`src/rtl/sysctrl_pkg.sv`:
```
// sysctrl_pkg: shared command codes, port sub-commands and helpers for the
// multi-port MCU system-control endpoint.
package sysctrl_pkg;

   // Top-level command byte values sent after a start strobe.
   typedef enum logic [7:0] {
      CMD_STATUS    = 8'd0,
      CMD_LEDS      = 8'd1,
      CMD_COLOR     = 8'd2,
      CMD_RSVD3     = 8'd3,
      CMD_CFG_WRITE = 8'd4,
      CMD_INT_ACK   = 8'd5,
      CMD_PORT_INFO = 8'd6,
      CMD_PORT      = 8'd7,
      CMD_RSVD8     = 8'd8,
      CMD_CFG_READ  = 8'd9
   } cmd_e;

   // Sub-commands of CMD_PORT, carried in the first data byte.
   typedef enum logic [7:0] {
      PSUB_STATUS = 8'd0,
      PSUB_READ   = 8'd1,
      PSUB_WRITE  = 8'd2
   } psub_e;

   // Config index that addresses the main reset control instead of a register.
   localparam logic [7:0] CFG_IDX_RESET = 8'hFF;

   // Identification bytes returned by CMD_STATUS.
   localparam logic [7:0] STATUS_MAGIC0 = 8'h5C;
   localparam logic [7:0] STATUS_MAGIC1 = 8'h42;

   // The MCU sends colour bytes LSB-first relative to the ws2812 bit order.
   function automatic logic [7:0] bit_rev8(input logic [7:0] b);
      logic [7:0] r;
      for (int i = 0; i < 8; i++) r[i] = b[7-i];
      return r;
   endfunction

endpackage

```
`src/rtl/sysctrl_port_mux.sv`:
```
// sysctrl_port_mux: selects one IO port's status/data/available counts by
// index, drives the one-hot pop/push strobes and tracks per-port
// "bytes available" rising edges for the interrupt logic.
module sysctrl_port_mux #(
   parameter int NPORTS = 2
) (
   input  logic                  clk,
   input  logic                  reset,
   input  logic [7:0]            idx,
   input  logic [NPORTS*32-1:0]  port_status,
   input  logic [NPORTS*8-1:0]   port_out_available,
   input  logic [NPORTS*8-1:0]   port_out_data,
   input  logic [NPORTS*8-1:0]   port_in_available,
   input  logic                  pop_req,
   input  logic                  push_req,
   output logic                  idx_valid,
   output logic [31:0]           sel_status,
   output logic [7:0]            sel_out_avail,
   output logic [7:0]            sel_out_data,
   output logic [7:0]            sel_in_avail,
   output logic [NPORTS-1:0]     avail_nz,
   output logic [NPORTS-1:0]     avail_rise,
   output logic [NPORTS-1:0]     port_out_strobe,
   output logic [NPORTS-1:0]     port_in_strobe
);

   logic [NPORTS-1:0] onehot;
   logic [NPORTS-1:0] avail_prev;

   // Index decode and per-port selection; out-of-range indexes select nothing.
   always_comb begin
      // NOTE: every output gets a default first so no path leaves it unassigned (no latch).
      idx_valid     = 1'b0;
      onehot        = '0;
      sel_status    = '0;
      sel_out_avail = '0;
      sel_out_data  = '0;
      sel_in_avail  = '0;
      for (int p = 0; p < NPORTS; p++) begin
         avail_nz[p] = |port_out_available[8*p +: 8];
         if (idx == 8'(p)) begin
            idx_valid     = 1'b1;
            onehot[p]     = 1'b1;
            sel_status    = port_status[32*p +: 32];
            sel_out_avail = port_out_available[8*p +: 8];
            sel_out_data  = port_out_data[8*p +: 8];
            sel_in_avail  = port_in_available[8*p +: 8];
         end
      end
   end

   assign avail_rise = avail_nz & ~avail_prev;

   // Availability history and single-cycle registered FIFO strobes.
   always_ff @(posedge clk) begin
      // NOTE: sequential state uses non-blocking assignments so all registers update together.
      if (reset) begin
         avail_prev      <= '0;
         port_out_strobe <= '0;
         port_in_strobe  <= '0;
      end else begin
         avail_prev      <= avail_nz;
         port_out_strobe <= pop_req  ? onehot : '0;
         port_in_strobe  <= push_req ? onehot : '0;
      end
   end

endmodule

```
`src/rtl/sysctrl_mp.sv`:
```
// sysctrl_mp: MCU system-control endpoint with an indexed config register
// bank, NPORTS byte-stream IO ports and interrupt aggregation.
// Optional build macro SYSCTRL_CFG_READBACK_EN adds CMD_CFG_READ readback.
module sysctrl_mp
   import sysctrl_pkg::*;
#(
   parameter int          NPORTS        = 2,
   parameter int          CFG_NUM       = 64,
   parameter logic [7:0]  CORE_ID       = 8'h00,
   parameter int unsigned RST_TIMEOUT   = 86_000_000,
   parameter logic [23:0] TIMEOUT_COLOR = 24'h000202
) (
   input  logic                  clk,
   input  logic                  reset,
   input  logic                  data_in_strobe,
   input  logic                  data_in_start,
   input  logic [7:0]            data_in,
   output logic [7:0]            data_out,
   output logic                  int_out_n,
   input  logic [7:0]            int_in,
   output logic [7:0]            int_ack,
   output logic [1:0]            leds,
   output logic [23:0]           color,
   output logic [1:0]            main_reset,
   output logic [CFG_NUM*8-1:0]  cfg_out,
   input  logic [NPORTS*32-1:0]  port_status,
   input  logic [NPORTS*8-1:0]   port_out_available,
   input  logic [NPORTS*8-1:0]   port_out_data,
   output logic [NPORTS-1:0]     port_out_strobe,
   input  logic [NPORTS*8-1:0]   port_in_available,
   output logic [7:0]            port_in_data,
   output logic [NPORTS-1:0]     port_in_strobe
);

   logic [7:0]  cmd;
   logic [3:0]  cnt;
   logic [7:0]  cfg_idx;
   logic [7:0]  port_sub;
   logic [7:0]  port_idx;
   logic [31:0] tmo;
   logic        coldboot;
   logic        sys_int;
   logic [7:0]  cfg [CFG_NUM];

   logic        start_en, byte_en;
   logic        cfg_hit, cfg_wr, reset_wr, tmo_expire;
   logic        port_data_phase, pop_req, push_req;
   logic [7:0]  avail_map;
   logic [7:0]  reply;

   logic              idx_valid;
   logic [31:0]       sel_status;
   logic [7:0]        sel_out_avail, sel_out_data, sel_in_avail;
   logic [NPORTS-1:0] avail_nz, avail_rise;

   sysctrl_port_mux #(.NPORTS(NPORTS)) u_port_mux (
      .clk                (clk),
      .reset              (reset),
      .idx                (port_idx),
      .port_status        (port_status),
      .port_out_available (port_out_available),
      .port_out_data      (port_out_data),
      .port_in_available  (port_in_available),
      .pop_req            (pop_req),
      .push_req           (push_req),
      .idx_valid          (idx_valid),
      .sel_status         (sel_status),
      .sel_out_avail      (sel_out_avail),
      .sel_out_data       (sel_out_data),
      .sel_in_avail       (sel_in_avail),
      .avail_nz           (avail_nz),
      .avail_rise         (avail_rise),
      .port_out_strobe    (port_out_strobe),
      .port_in_strobe     (port_in_strobe)
   );

   assign start_en  = data_in_strobe &  data_in_start;
   assign byte_en   = data_in_strobe & ~data_in_start;
   assign int_out_n = ~(sys_int | (|int_in));

   // Config index decode; a config register hit takes priority over the reset index.
   always_comb begin
      cfg_hit = 1'b0;
      for (int i = 0; i < CFG_NUM; i++)
         if (cfg_idx == 8'(i)) cfg_hit = 1'b1;
   end

   assign cfg_wr   = byte_en && (cmd == CMD_CFG_WRITE) && (cnt == 4'd1) && cfg_hit;
   assign reset_wr = byte_en && (cmd == CMD_CFG_WRITE) && (cnt == 4'd1) && !cfg_hit
                     && (cfg_idx == CFG_IDX_RESET);
   // An explicit reset write in the expiry cycle overrides the timeout.
   assign tmo_expire = (tmo == 32'd1) && !reset_wr;

   assign port_data_phase = byte_en && (cmd == CMD_PORT) && (cnt >= 4'd2) && idx_valid;
   assign pop_req  = port_data_phase && (port_sub == PSUB_READ) && data_in[0];
   assign push_req = port_data_phase && (port_sub == PSUB_WRITE);

`ifdef SYSCTRL_CFG_READBACK_EN
   logic [7:0] cfg_rd;

   // Readback mux; indexes beyond the bank read as zero.
   always_comb begin
      cfg_rd = '0;
      for (int i = 0; i < CFG_NUM; i++)
         if (cfg_idx == 8'(i)) cfg_rd = cfg[i];
   end
`endif

   // Per-port available bitmap padded to a byte.
   always_comb begin
      avail_map = '0;
      for (int p = 0; p < NPORTS; p++) avail_map[p] = avail_nz[p];
   end

   // Reply byte for the current (command, counter); registered on the data strobe.
   always_comb begin
      reply = 8'h00;
      case (cmd)
         CMD_STATUS: begin
            case (cnt)
               4'd0:    reply = STATUS_MAGIC0;
               4'd1:    reply = STATUS_MAGIC1;
               4'd2:    reply = CORE_ID;
               default: reply = 8'h00;
            endcase
         end
         CMD_INT_ACK: reply = {int_in[7:1], sys_int};
         CMD_PORT_INFO: begin
            if (cnt == 4'd0)      reply = {6'b0, |avail_nz, coldboot};
            else if (cnt == 4'd1) reply = avail_map;
         end
         CMD_PORT: begin
            if (cnt == 4'd0) reply = 8'(NPORTS);
            else if (cnt >= 4'd2 && idx_valid) begin
               if (port_sub == PSUB_STATUS) begin
                  case (cnt)
                     4'd2:    reply = sel_out_avail;
                     4'd3:    reply = sel_in_avail;
                     4'd4:    reply = sel_status[31:24];
                     4'd5:    reply = sel_status[23:16];
                     4'd6:    reply = sel_status[15:8];
                     4'd7:    reply = sel_status[7:0];
                     default: reply = 8'h00;
                  endcase
               end else if (port_sub == PSUB_READ) begin
                  reply = sel_out_data;
               end
            end
         end
`ifdef SYSCTRL_CFG_READBACK_EN
         CMD_CFG_READ: if (cnt != 4'd0) reply = cfg_rd;
`endif
         default: reply = 8'h00;
      endcase
   end

   // Config register bank.
   always_ff @(posedge clk) begin
      // NOTE: this is a flop bank, not a RAM, so clearing every entry on reset is intended.
      if (reset) begin
         for (int i = 0; i < CFG_NUM; i++) cfg[i] <= 8'h00;
      end else if (cfg_wr) begin
         for (int i = 0; i < CFG_NUM; i++)
            if (cfg_idx == 8'(i)) cfg[i] <= data_in;
      end
   end

   for (genvar i = 0; i < CFG_NUM; i++) begin : g_cfg_out
      assign cfg_out[8*i +: 8] = cfg[i];
   end

   // Command decoder, byte counter, timeout, interrupt flag and registered outputs.
   always_ff @(posedge clk) begin
      if (reset) begin
         cmd          <= CMD_STATUS;
         cnt          <= '0;
         cfg_idx      <= '0;
         port_sub     <= '0;
         port_idx     <= '0;
         data_out     <= 8'h00;
         leds         <= 2'b00;
         color        <= '0;
         main_reset   <= 2'b11;
         tmo          <= 32'(RST_TIMEOUT);
         int_ack      <= '0;
         coldboot     <= 1'b1;
         sys_int      <= 1'b1;
         port_in_data <= '0;
      end else begin
         int_ack <= '0;

         if (tmo != 32'd0) tmo <= tmo - 32'd1;
         if (tmo_expire) begin
            main_reset <= 2'b00;
            color      <= TIMEOUT_COLOR;
         end

         if (|avail_rise)     sys_int <= 1'b1;
         else if (int_ack[0]) sys_int <= 1'b0;

         if (start_en) begin
            cmd      <= data_in;
            cnt      <= '0;
            data_out <= 8'h00;
         end else if (byte_en) begin
            data_out <= reply;
            if (cnt != 4'hF) cnt <= cnt + 4'd1;
            case (cmd)
               CMD_LEDS: if (cnt == 4'd0) leds <= data_in[1:0];
               CMD_COLOR: begin
                  case (cnt)
                     4'd0:    color[15:8]  <= bit_rev8(data_in);
                     4'd1:    color[7:0]   <= bit_rev8(data_in);
                     4'd2:    color[23:16] <= bit_rev8(data_in);
                     default: ;
                  endcase
               end
               CMD_CFG_WRITE: begin
                  if (cnt == 4'd0) cfg_idx <= data_in;
                  if (reset_wr) begin
                     main_reset <= data_in[1:0];
                     tmo        <= 32'd0;
                  end
               end
               CMD_INT_ACK:   if (cnt == 4'd0) int_ack <= data_in;
               CMD_PORT_INFO: if (cnt == 4'd0) coldboot <= 1'b0;
               CMD_PORT: begin
                  if (cnt == 4'd0) port_sub <= data_in;
                  if (cnt == 4'd1) port_idx <= data_in;
                  if (push_req)    port_in_data <= data_in;
               end
`ifdef SYSCTRL_CFG_READBACK_EN
               CMD_CFG_READ: begin
                  if (cnt == 4'd0) cfg_idx <= data_in;
                  else             cfg_idx <= cfg_idx + 8'd1;
               end
`endif
               default: ;
            endcase
         end
      end
   end

endmodule

```
`config.mk`:
```
export PLATFORM = sky130hd
export DESIGN_NAME = sysctrl_mp
export DESIGN_NICKNAME = d
export VERILOG_FILES = /design/src/rtl/sysctrl_pkg.sv /design/src/rtl/sysctrl_port_mux.sv /design/src/rtl/sysctrl_mp.sv
export SDC_FILE = /design/constraint.sdc
export NUM_CORES = 1
export LEC_CHECK = 0
export ABC_AREA = 0
export CAP_MARGIN = 10
export CORE_AREA = 2 2 272 274
export CTS_BUF_LIST = sky130_fd_sc_hd__clkbuf_16
export CTS_CLUSTER_DIAMETER = 100
export DETAILED_ROUTE_END_ITERATION = 12
export DIE_AREA = 0 0 274 276
export PLACE_DENSITY_LB_ADDON = 0.08
export SYNTH_ARGS = -nofsm -noshare
export SYNTH_HDL_FRONTEND = slang
export SYNTH_SLANG_ARGS = --single-unit
```
`constraint.sdc`:
```
create_clock -name clk -period 3.2 [get_ports clk]
set_input_delay 0.32 -clock clk [delete_from_list [all_inputs] [get_ports clk]]
set_output_delay 0.32 -clock clk [all_outputs]
set_load 0.02 [all_outputs]
```
==> results of run 1 <==
==> synthesized netlist by cell type, types with 16 or more instances <==
library cell | n | area [µm²]
a22oi_1 | 20 | 150
a21o_1 | 17 | 128
clkbuf_1 | 75 | 282
nor2_1 | 348 | 1310
edfxtp_1 | 512 | 15400
dfxtp_1 | 128 | 2560
nand3_1 | 25 | 125
o21ai_0 | 32 | 160
a22o_1 | 22 | 193
inv_1 | 20 | 75.1
a21oi_1 | 48 | 240
mux2i_1 | 44 | 440
nor4_1 | 21 | 131
or3_1 | 16 | 100
nor3_1 | 20 | 100
and2_1 | 18 | 113
nand2_1 | 131 | 492
nand3b_1 | 20 | 150
==> through the flow <==
| step | worst slack (ns) | power, W | util | instance area, µm² |
|---|---|---|---|---|
| after floorplan | 0.470 | 0.0106 | - | 23700 |
| after global placement | 0.0748 | 0.0119 | 0.448 | 32500 |
| after detailed placement | 0.0900 | 0.0119 | 0.448 | 32500 |
| after CTS | 0.346 | 0.0201 | 0.480 | 34900 |
| after global routing | 0.159 | 0.0205 | 0.480 | 34900 |
| final | 0.376 | 0.0199 | 0.480 | 34900 |
==> layout make-up <==
type / count / share of cell area
multi-input cells: 963 / 0.154
well taps: 959 / 0.0344
repair buffers: 812 / 0.226
clock buffers: 74 / 0.0531
flip-flops and latches: 640 / 0.515
clock inverters: 59 / 0.0148
inverters: 21 / 0.00226
==> metal layers <==
metal	GRT usage	share of wire	vias up
li1	-	-	7914
met1	0.273	0.38	8663
met2	0.428	0.53	642
met3	0.0452	0.060	119
met4	0.0690	0.028	0
met5	0	0	-
==> worst min path at each step <==
stage / startpoint / end / slack, ns
after detailed placement: coldboot$_SDFFE_PP1P_ / coldboot$_SDFFE_PP1P_ / 0.45
after global placement: coldboot$_SDFFE_PP1P_ / coldboot$_SDFFE_PP1P_ / 0.44
after CTS: reset / tmo[14]$_SDFF_PP1_ / 0.1
after global routing: reset / tmo[14]$_SDFF_PP1_ / 0.14
final: reset / tmo[14]$_SDFF_PP1_ / 0.12
after floorplan: coldboot$_SDFFE_PP1P_ / coldboot$_SDFFE_PP1P_ / 0.43
==> power groups by stage <==
stage | combinational, W | clock (W) | sequential, W
floorplan | 0.000404 | 0 | 0.0102
global placement | 0.00216 | 0 | 0.00973
detailed placement | 0.00218 | 0 | 0.00973
CTS | 0.00218 | 0.00837 | 0.00956
global route | 0.00224 | 0.00872 | 0.00959
finish | 0.00214 | 0.00821 | 0.00955
==> cell families after synthesis <==
| group | synth area share |
|---|---|
| muxes | 0.0205 |
| xor gates and xnor gates | 0.00369 |
| AOI/OAI and AO/OA | 0.0689 |
| adders and majority gates | 0.00369 |
| buffers and inverters | 0.0184 |
| and+or+nand+nor | 0.128 |
| DFF | 0.757 |
==> worst max-delay path, cell delays in order (launching register included) <==
cell and delay, ns:
dfxtp_1 0.41, ha_1 0.20, nor3b_1 0.19, buf_4 0.16, nand3_1 0.27, nor4_2 0.41
buf_4 0.24, nand3b_1 0.23, nand2_1 0.37
==> flow_metrics.py, run 1 <==
metrics = {
    "logic_synthesis": {
        "syn_nets": 1855,
        "synthFlopType": "edfxtp_1",
        "synth_area_um2": 23700,
        "synth-seq-cells": 640,
        "synthArstFlopShare": 0,
        "synth-edff-count": 512,
        "syn-instance-count": 1716,
        "yosys_warnings": 0,
        "seq_area_frac_synth": 0.757,
        "synthDistinctLibCells": 65,
        "syn_area_per_cell_um2": 13.8,
    },
    "grt": {
        "grt_usage": 0.233,
        "overflow": 0,
        "grt_pass1_wl_um": 127000,
        "grt_pass1_vias": 17600,
        "grt_start_max_net_pins": 52,
        "antenna_found_initial": 0,
    },
    "final_layout": {
        "layout_commonest_cell": "clkdlybuf4s50_1",
        "seq_area_um2": 17900,
        "largest-register": "cfg",
        "area_growth_pct": 47.0,
        "fillerInstances": 6396,
        "multiInputGateArea_um2": 5380,
        "nets": 2649,
        "layout_common_cells": "clkdlybuf4s50_1, edfxtp_1, nor2_1, dfxtp_1, nand2_1",
        "stdcell_count": 3528,
        "largest_reg_flops": 512,
        "drive_above_1_share": 0.0985,
        "top_regs": "cfg (512), tmo (32), color (24)",
        "antennaDiodeCount": 0,
    },
    "place": {
        "placed_cells": 3395,
        "place_congestion": 0.849,
        "dp_hpwl_um": 64500,
        "port_buffers": 700,
    },
    "floorplan": {
        "die_y_um": 276,
        "die_area_um2": 75600,
        "core_um2": 72600,
        "io_pins": 701,
        "die_w_um": 274,
        "initial_core_util": 0.327,
        "row_count": 99,
    },
    "hold_path": {
        "min_delay_path_depth": 3,
        "hold_class": "in2reg",
    },
    "clock_tree": {
        "cts_tree": "built",
        "cts_resized": 0,
        "cts_root_buf": "clkbuf_16",
        "numCtsBuffers": 72,
        "cts.clk_slew.worst_paths_ns": 0.06,
        "postCtsSetupBuffers": 0,
        "worstSkewPairLatency_ns": 0.62,
        "holdBufCountCts": 0,
        "cts-htree-levels": 3,
        "cts_buffer_depth": 3,
        "cts_sinks": 640,
    },
    "pwr": {
        "p_per_area_nw_per_um2": 571,
        "p_switching_w": 0.00485,
        "swShare": 0.244,
        "p_seq_frac": 0.480,
        "ir_drop_uv": 342,
        "comb_power_share": 0.108,
        "p_int_w": 0.0151,
        "clockPowerShare": 0.413,
        "power.static_leakage_nw": 12.4,
    },
    "routing": {
        "drt_iter0_markers": 1381,
        "routed_via_density": 4.91,
        "antenna_left": 0,
        "num_vias": 17300,
        "firstDrtPassIters": 5,
        "wl_um": 90000,
        "drc": 0,
        "wire_per_inst_um": 25.5,
    },
    "critical_path": {
        "cp_data_arrival_time_ns": 3.09,
        "r2r-end": "cfg[0][26]$_SDFFCE_PN0P_",
        "end_kind": "register",
        "crit_fanout": 8,
        "endpoint": "cfg[0][26]$_SDFFCE_PN0P_",
        "reg2reg_slack_ns": 0.38,
        "crit_type": "reg2reg",
        "crit_start": "cnt[0]$_SDFFE_PP0P_",
        "setup.worst_path.start_class": "register",
        "worstPathRequired_ns": 3.47,
        "reg2reg_from": "cnt[0]$_SDFFE_PP0P_",
        "reg2regPathDepth": 8,
    },
    "timing": {
        "worstMarginPinSlew_ns": 0.964,
        "hold_viol": 0,
        "fmax_mhz": 354,
        "slew_headroom": 0.353,
        "fin_setup_tns_ns": 0,
        "finalCritPeriodShare": 0.882,
        "fin_skew_ns": 0.0331,
        "setup_viol": 0,
        "fin_crit_ns": 2.82,
        "holdWs_ns": 0.117,
        "rsz0062_at_grt": "no",
        "slew_violations": 0,
    },
    "job": {
        "drv_cap": 0,
    },
    "outcome": {
        "status": "finished clean",
    },
}
(Power assumes the default switching activity.)
==> inputs of run 2 (changes only) <==
CORE_AREA = 2 2 271 273   (was 2 2 272 274)
CTS_BUF_LIST = not set   (was sky130_fd_sc_hd__clkbuf_16)
DIE_AREA = 0 0 273 275   (was 0 0 274 276)
clock period = 3.42 ns   (was 3.2 ns; I/O delays follow)
==> run 2 against run 1 <==
  * Final area decreased by 0.66%
  * Non-clock buffer count down 24
  * Maximum frequency fell by 4.9%
  * Largest cell class unchanged
==> flow_metrics.py, run 2 (synthesis results as in run 1) <==
metrics = {
    "final_layout": {
        "seq_area_um2": 17900,
        "nets": 2624,
        "layout_commonest_cell": "clkdlybuf4s50_1",
        "largest_reg_flops": 512,
        "fillerInstances": 6370,
        "layout_common_cells": "clkdlybuf4s50_1, edfxtp_1, nor2_1, dfxtp_1, nand2_1",
        "drive_above_1_share": 0.0889,
        "area_growth_pct": 46.0,
        "largest-register": "cfg",
        "stdcell_count": 3500,
        "top_regs": "cfg (512), tmo (32), color (24)",
        "multiInputGateArea_um2": 5380,
        "antennaDiodeCount": 0,
    },
    "clock_tree": {
        "numCtsBuffers": 71,
        "cts-htree-levels": 3,
        "cts_resized": 0,
        "cts_buffer_depth": 3,
        "cts_tree": "built",
        "worstSkewPairLatency_ns": 0.62,
        "postCtsSetupBuffers": 0,
        "cts_sinks": 640,
        "cts_root_buf": "clkbuf_16",
        "cts.clk_slew.worst_paths_ns": 0.06,
        "holdBufCountCts": 0,
    },
    "routing": {
        "wl_um": 89800,
        "routed_via_density": 4.95,
        "drc": 0,
        "antenna_left": 0,
        "wire_per_inst_um": 25.6,
        "drt_iter0_markers": 1357,
        "num_vias": 17300,
        "firstDrtPassIters": 5,
    },
    "job": {
        "drv_cap": 0,
    },
    "grt": {
        "grt_busiest_layer": "met2",
        "overflow": 0,
        "grt_pass1_wl_um": 124000,
        "grt_pass1_vias": 17200,
        "use_met3": 0.0399,
        "grt_start_max_net_pins": 70,
        "grt_usage": 0.231,
        "grtUsageMet1": 0.277,
        "antenna_found_initial": 0,
        "grt_use_met2": 0.419,
    },
    "critical_path": {
        "cp_data_arrival_time_ns": 3.23,
        "crit_type": "reg2reg",
        "setup.worst_path.start_class": "register",
        "end_kind": "register",
        "worstPathRequired_ns": 3.68,
        "crit_fanout": 18,
    },
    "pwr": {
        "p_per_area_nw_per_um2": 537,
        "p_seq_frac": 0.481,
        "clockPowerShare": 0.412,
        "swShare": 0.243,
        "p_switching_w": 0.00452,
        "p_int_w": 0.0141,
        "ir_drop_uv": 305,
        "power.static_leakage_nw": 12.2,
        "comb_power_share": 0.107,
    },
    "hold_path": {
        "hold_class": "in2reg",
    },
    "floorplan": {
        "initial_core_util": 0.328,
        "die_area_um2": 75100,
        "core_um2": 72300,
        "die_w_um": 273,
        "io_pins": 701,
        "row_count": 99,
        "die_y_um": 275,
    },
    "outcome": {
        "status": "finished clean",
    },
    "timing": {
        "finalCritPeriodShare": 0.868,
        "slew_violations": 0,
        "fmax_mhz": 337,
        "setup_viol": 0,
        "slew_headroom": 0.356,
        "rsz0062_at_grt": "no",
        "setup_ws_ns": 0.451,
        "hold_viol": 0,
        "holdWs_ns": 0.418,
        "fin_crit_ns": 2.97,
        "fin_skew_ns": 0.0237,
        "worstMarginPinSlew_ns": 0.963,
        "fin_setup_tns_ns": 0,
    },
    "place": {
        "place_congestion": 0.853,
        "dp_hpwl_um": 63500,
        "placed_cells": 3371,
        "port_buffers": 700,
        "place_worst_setup_slack_ns": 0.269,
    },
}
[run 2: final cells by class]
class | count | share of cell area
sequential | 640 | 0.518
clock buffer | 90 | 0.0558
tap | 959 | 0.0347
inverter | 21 | 0.00228
clock inverter | 39 | 0.0115
timing repair buffer | 788 | 0.222
multi-input combinational | 963 | 0.155
[run 2: per-stage QoR]
stage	power, W	instance area, µm²	utilization
global route	0.0192	34600	0.479
finish	0.0186	34600	0.479
floorplan	0.00990	23700	-
CTS	0.0188	34600	0.479
detailed placement	0.0111	32300	0.446
global placement	0.0111	32300	0.446
[run 2: layer usage]
metal / share of wire / vias up
met1: 0.39 / 8641
met3: 0.059 / 122
li1: - / 7864
met5: 0 / -
met4: 0.026 / 0
met2: 0.52 / 695
[run 2: critical path, cell delays in order, from the launching register on]
cell	delay, ns
dfxtp_1	0.35
inv_1	0.10
ha_1	0.16
nor3b_1	0.19
buf_4	0.17
nand3_1	0.26
nor4_2	0.35
buf_4	0.35
nand3b_1	0.31
nand2_1	0.38
[run 2: power by group through the flow]
stage | sequential (W) | combinational [W] | clock, W
detailed placement | 0.00911 | 0.00202 | 0
global placement | 0.00911 | 0.00201 | 0
CTS | 0.00895 | 0.00202 | 0.00781
finish | 0.00894 | 0.00199 | 0.00767
global route | 0.00898 | 0.00208 | 0.00811
floorplan | 0.00952 | 0.000378 | 0
[run 2: final timing paths]
kind	start	endpoint	slack [ns]	depth (start not counted)
hold reg to reg	u_port_mux.avail_prev[0]$_SDFF_PP0_	sys_int$_SDFFE_PP1P_	0.47	1
setup reg to reg	cnt[1]$_SDFFE_PP0P_	cfg[0][91]$_SDFFCE_PN0P_	0.45	9
hold / removal	reset	port_in_data[6]$_SDFFE_PP0P_	0.42	3
setup / recovery	cnt[1]$_SDFFE_PP0P_	cfg[0][91]$_SDFFCE_PN0P_	0.45	9
==> inputs of run 3 (changes only) <==
CAP_MARGIN = not set   (was 10)
==> results of run 3 <==
The final DEF is identical to that of run 2; final timing and power are the same.
